[config.mk]
export PLATFORM = sky130hd
export DESIGN_NAME = load_store_unit
export DESIGN_NICKNAME = d
export VERILOG_FILES = /design/src/rtl/lsu_pkg.sv /design/src/rtl/lsu_lane_align.sv /design/src/rtl/load_store_unit.sv
export SDC_FILE = /design/constraint.sdc
export NUM_CORES = 1
export LEC_CHECK = 0
export ABC_AREA = 1
export CAP_MARGIN = 20
export CORE_MARGIN = 2
export CORE_UTILIZATION = 53
export CTS_BUF_LIST = sky130_fd_sc_hd__clkbuf_4 sky130_fd_sc_hd__clkbuf_8
export DETAILED_ROUTE_END_ITERATION = 7
export PLACE_DENSITY = 0.89
export SYNTH_ARGS = -nofsm -noshare
export SYNTH_HDL_FRONTEND = slang
export SYNTH_SLANG_ARGS = --single-unit
[constraint.sdc]
create_clock -name clock -period 7.1 [get_ports clock]
set_input_delay 1.42 -clock clock [delete_from_list [all_inputs] [get_ports clock]]
set_output_delay 1.42 -clock clock [all_outputs]
set_load 0.03 [all_outputs]
[src/rtl/lsu_pkg.sv]
// Shared definitions for the load/store unit: access-size encodings, FSM
// state type, default address window and a size helper.
package lsu_pkg;

    localparam logic [1:0] SZ_BYTE = 2'b00;
    localparam logic [1:0] SZ_HALF = 2'b01;
    localparam logic [1:0] SZ_WORD = 2'b10;   // 2'b11 behaves as a word too

    localparam int LSU_BASE_ADDR  = 1024;
    localparam int LSU_LIMIT_ADDR = 1280;

    typedef enum logic [1:0] {
        ST_IDLE = 2'd0,
        ST_RD   = 2'd1,
        ST_WR   = 2'd2,
        ST_RESP = 2'd3
    } lsu_state_e;

    // Byte and halfword sizes have bit 1 clear; both word encodings have it set.
    function automatic logic is_subword(input logic [1:0] size);
        return (size & SZ_WORD) == 2'b00;
    endfunction

endpackage

[src/rtl/lsu_lane_align.sv]
// Combinational lane steering for the load/store unit: extracts and extends
// sub-word load data from the fetched word, and merges sub-word store data
// into that word for the read-modify-write. Lanes are little-endian.
module lsu_lane_align
    import lsu_pkg::*;
(
    input  logic [31:0] word_i,
    input  logic [1:0]  size_i,
    input  logic        signed_i,
    input  logic [1:0]  offset_i,
    input  logic [31:0] wdata_i,
    output logic [31:0] load_data_o,
    output logic [31:0] store_data_o
);

    logic [7:0]  byte_sel;
    logic [15:0] half_sel;

    // Select the addressed lane, then extend for loads / splice for stores.
    always_comb begin
        byte_sel     = word_i[{offset_i, 3'b000} +: 8];
        half_sel     = offset_i[1] ? word_i[31:16] : word_i[15:0];
        load_data_o  = word_i;
        store_data_o = wdata_i;
        case (size_i)
            SZ_BYTE: begin
                load_data_o  = {{24{signed_i & byte_sel[7]}}, byte_sel};
                store_data_o = word_i;
                store_data_o[{offset_i, 3'b000} +: 8] = wdata_i[7:0];
            end
            SZ_HALF: begin
                load_data_o  = {{16{signed_i & half_sel[15]}}, half_sel};
                store_data_o = word_i;
                store_data_o[{offset_i[1], 4'b0000} +: 16] = wdata_i[15:0];
            end
            default: ;
        endcase
    end

endmodule

[src/rtl/load_store_unit.sv]
// Load/store unit: initiator side of the word-wide data memory. Takes one
// byte/half/word request at a time, uses read-modify-write for sub-word
// stores and returns a one-cycle response pulse.
// Handshake: a request is taken on a rising edge where req_valid and
// req_ready are both high; req_ready is high only in IDLE, so the pipeline
// stalls until the response pulse has been issued.
// Optional macro LSU_FAULT_EN: raise resp_fault for misaligned or
// out-of-window requests instead of silently aligning them.
module load_store_unit
    import lsu_pkg::*;
#(
    parameter int ADDR_W     = 11,
    parameter int BASE_ADDR  = LSU_BASE_ADDR,
    parameter int LIMIT_ADDR = LSU_LIMIT_ADDR
) (
    input  logic              clock,
    input  logic              reset,
    input  logic              req_valid,
    output logic              req_ready,
    input  logic              req_write,
    input  logic [1:0]        req_size,
    input  logic              req_signed,
    input  logic [ADDR_W-1:0] req_addr,
    input  logic [31:0]       req_wdata,
    output logic              resp_valid,
    output logic [31:0]       resp_rdata,
    output logic              resp_fault,
    output logic              mem_write,
    output logic [ADDR_W-1:0] mem_address,
    output logic [31:0]       mem_data,
    input  logic [31:0]       mem_out,
    output lsu_state_e        dbg_state
);

    lsu_state_e        state_q, state_d;
    logic              write_q;
    logic [1:0]        size_q;
    logic              signed_q;
    logic [ADDR_W-1:0] addr_q;
    logic [31:0]       wdata_q;
    logic [31:0]       word_q;
    logic              fault_q;
    logic              accept;
    logic              acc_fault;
    logic [31:0]       load_data;
    logic [31:0]       store_data;

    assign accept    = req_valid && (state_q == ST_IDLE);
    assign dbg_state = state_q;

`ifdef LSU_FAULT_EN
    localparam logic [ADDR_W-1:0] BASE_A  = ADDR_W'(BASE_ADDR);
    localparam logic [ADDR_W-1:0] LIMIT_A = ADDR_W'(LIMIT_ADDR);

    logic [ADDR_W-1:0] req_aligned;
    logic              misalign;
    logic              out_of_range;

    assign req_aligned  = {req_addr[ADDR_W-1:2], 2'b00};
    assign misalign     = ((req_size == SZ_HALF) && req_addr[0]) ||
                          (!is_subword(req_size) && (req_addr[1:0] != 2'b00));
    assign out_of_range = (req_addr < BASE_A) || (req_aligned > LIMIT_A);
    assign acc_fault    = misalign || out_of_range;
`else
    // The address window only matters when faults are enabled.
    logic unused_cfg;
    assign unused_cfg = ^{BASE_ADDR, LIMIT_ADDR};
    assign acc_fault  = 1'b0;
`endif

    // State register; reset drops straight to IDLE, abandoning any store.
    always_ff @(posedge clock or posedge reset) begin
        if (reset) state_q <= ST_IDLE;
        else       state_q <= state_d;
    end

    // Request capture on accept, and memory word capture during RD.
    always_ff @(posedge clock or posedge reset) begin
        if (reset) begin
            write_q  <= 1'b0;
            size_q   <= SZ_BYTE;
            signed_q <= 1'b0;
            addr_q   <= '0;
            wdata_q  <= '0;
            fault_q  <= 1'b0;
            word_q   <= '0;
        end else begin
            if (accept) begin
                write_q  <= req_write;
                size_q   <= req_size;
                signed_q <= req_signed;
                addr_q   <= req_addr;
                wdata_q  <= req_wdata;
                fault_q  <= acc_fault;
            end
            if (state_q == ST_RD) word_q <= mem_out;
        end
    end

    // Next-state: word stores skip the read, faults skip memory entirely.
    always_comb begin
        state_d = state_q;
        case (state_q)
            ST_IDLE: begin
                if (req_valid) begin
                    if (acc_fault)                                  state_d = ST_RESP;
                    else if (req_write && !is_subword(req_size))    state_d = ST_WR;
                    else                                            state_d = ST_RD;
                end
            end
            ST_RD:   state_d = write_q ? ST_WR : ST_RESP;
            ST_WR:   state_d = ST_RESP;
            ST_RESP: state_d = ST_IDLE;
            default: state_d = ST_IDLE;
        endcase
    end

    lsu_lane_align u_lane_align (
        .word_i       (word_q),
        .size_i       (size_q),
        .signed_i     (signed_q),
        .offset_i     (addr_q[1:0]),
        .wdata_i      (wdata_q),
        .load_data_o  (load_data),
        .store_data_o (store_data)
    );

    // Outputs decoded from state so reset removes mem_write immediately.
    always_comb begin
        req_ready   = (state_q == ST_IDLE);
        mem_write   = (state_q == ST_WR);
        mem_address = {addr_q[ADDR_W-1:2], 2'b00};
        mem_data    = '0;
        resp_valid  = (state_q == ST_RESP);
        resp_rdata  = '0;
        resp_fault  = 1'b0;
        if (state_q == ST_WR) mem_data = store_data;
        if (state_q == ST_RESP) begin
            resp_fault = fault_q;
            if (!write_q && !fault_q) resp_rdata = load_data;
        end
    end

endmodule

==> results.ini <==
[clocking]
clock_sinks=81
clk-insertion-delay-late_ps=360
post-cts-setup-buffer-count=0
max-clock-path-buffers=2
h-tree-depth=3
root_buffer=clkbuf_8
postCtsHoldBufs=0
clk_pin_slew_worst_paths_ps=90
cts_tree=done
cts_resized=0
cts_made_buffers=9

[drt]
drt-initial-drc-count=474
via_count=5941
postRouteAntennaNets=0
dr_wl_met3_mm=1.552
wl_met1_mm=7.371
top_layer_used=met4
drt_pass1_iterations=5
routed_wl_mm=19.16
routed_via_density=5.768
wire_per_inst_um=18.61
met2_length_mm=9.366
route.detailed.drc=0

[timing]
drv_slew=0
hold_slack_ps=511.7
relSlewSlack_pct=27.62
worstMarginPinSlew_ps=1086
fin_skew_ps=7.660
period_needed_ps=5791
max_clock_freq_mhz=172.7
finalSetupTns_ps=0
finalSetupViolations=0
rsz0062_at_grt=no
hold_violations=0
fin_crit_sh_pct=81.56

[final_layout]
final_cells=1030
stdcell_area_um2=7096
diodes=0
syn2layout_area_growth_pct=32.90
fin_nets=983
fillers=803
drive_gt1_share_pct=6.355
seq_area_um2=2027
multi_input_area_um2=2785

[placement]
placed_area_um2=6872
placed_cells=1014
io_buffers=159
hpwl_mm=13.90
place.gp.congestion=1.000

[floorplan]
initial_core_util_pct=54.62
rows=36
fp.dieH_um=104.4
core-area_um2=9774
fp.dieW_um=104.4
die_area_um2=10890
ios=163

[pwr]
peakVddDrop_v=0.0003944
p_per_area_nw_per_um2=499.4
power_leakage_nw=3.141

[worst_setup_path]
critPathMaxStageDelay_ps=1070
worstPathRequired_ps=5680
cp_num_buf_inv=3
path_max_fanout=36
worstSetupPathType=reg -> out
critPathLaunchType=flop
crit_arrival_ps=4370
path_delay_family=buffers and inverters
cpMostUsedCell=nor2_1
slowest_stage=dfrtp_1
r2r_setup_slack_ps=4950
path_cells=inv_1, ha_1, inv_1, nor2_1, nand2_1, a21oi_1, nor2_1, nor2_1, clkdlybuf4s50_1
end_kind=output port

[yosys]
synth_area_leaders=dfrtp_1, nand2_1, o21ai_0
ys_seq_area_share_pct=37.97
syn_inst=772
ys_seq_elements=81
synthArstFlopShare_pct=100.0
yosys.area.top_type_share_pct=37.97
ys_types=25
synthMostInstantiatedCell=nand2_1
synth_area_um2=5339
ys_warn_count=0
synth_common_cells=nand2_1, o21ai_0, nor2_1, a21oi_1, dfrtp_1
yosys.area.top_type=dfrtp_1
ys.flop_type=dfrtp_1
syn_area_per_cell_um2=6.916
synth_edf_count=0

[run]
drv_cap=0

[grt]
grt_max_degree=73
grt_pass1_vias=5983
gr-total-overflow=0
track_usage_pct=35.43
grt_pass1_wl_mm=30.53
antenna_found_initial=0

[outcome]
outcome=finished, final reports clean

[worst_hold_path]
hold_path_class=reg -> reg

## path summary, 6_finish.rpt
check,from,to,cells past startpoint
worst max-delay path,addr_q[1]$_DFFE_PP0P_,mem_data[22],9
worst min-delay path,addr_q[4]$_DFFE_PP0P_,addr_q[4]$_DFFE_PP0P_,1
worst max register to register,dbg_state[0]$_DFFE_PP0P_,wdata_q[22]$_DFFE_PP0P_,5
worst min register to register,addr_q[4]$_DFFE_PP0P_,addr_q[4]$_DFFE_PP0P_,1
max in group asynchronous,reset,wdata_q[8]$_DFFE_PP0P_,3
min in group asynchronous,reset,addr_q[6]$_DFFE_PP0P_,2
## sequential cells by signal, summed over array words and instances, names as in the netlist
name	flops
addr_q	11
dbg_state	2
signed_q	1
size_q	2
wdata_q	32
word_q	32
write_q	1
## cell families after synthesis
group | share of synthesized area (%)
and+or+nand+nor | 22.94
DFF | 37.97
buffers and inverters | 10.05
other | 0.07024
adders and majority gates | 2.109
AOI/OAI and AO/OA | 21.16
muxes | 5.695
## worst reg2reg max path, cell delays in order (launching register included)
cell and delay, ps:
dfrtp_1 410, inv_1 110, ha_1 290, nand2_2 200, buf_4 590, mux2_2 460
## per-layer routing
| metal | vias to the layer above | GRT usage [%] |
|---|---|---|
| met3 | 67 | 5.576 |
| met4 | 0 | 19.69 |
| met5 | - | 0 |
| li1 | 2752 | - |
| met2 | 362 | 59.57 |
| met1 | 2760 | 43.35 |
## placed cells by master (no fill, tap or decap), types with 3 or more instances in the layout
cell type          n
nand2_1          159
clkdlybuf4s50_1  159
o21ai_0          111
nor2_1           104
a21oi_1           99
dfrtp_1           81
inv_1             62
nand3_1           35
mux2_2            27
clkbuf_8          10
ha_1               9
buf_4              7
o211ai_1           5
nand4_1            3
inv_2              3
a211oi_1           3
nor3b_1            3
clkinv_2           3
conb_1             3
## area by class of cell
cell class | instances | area share [%]
well taps | 133 | 2.345
clock buffers | 11 | 2.045
inverters | 66 | 3.509
clock inverters | 5 | 1.111
repair buffers | 166 | 23.17
flip-flops and latches | 81 | 28.57
multi-input cells | 568 | 39.25
## power by group
group | internal [W] | switching, W | total, W
logic | 0.000771 | 0.00142 | 0.00219
clock network | 0.000211 | 0.000181 | 0.000392
registers | 0.000690 | 0.000268 | 0.000958
## stage by stage
step / worst slack [ps] / utilization (%) / total power [W]
2_1_floorplan: 3169 / - / 0.002335
3_3_place_gp: 2019 / 70.30 / 0.003031
3_5_place_dp: 1851 / 70.30 / 0.003102
4_1_cts: 1437 / 72.59 / 0.003501
5_1_grt: 1102 / 72.59 / 0.003762
6_report: 1309 / 72.59 / 0.003544
(Power assumes the default switching activity.)
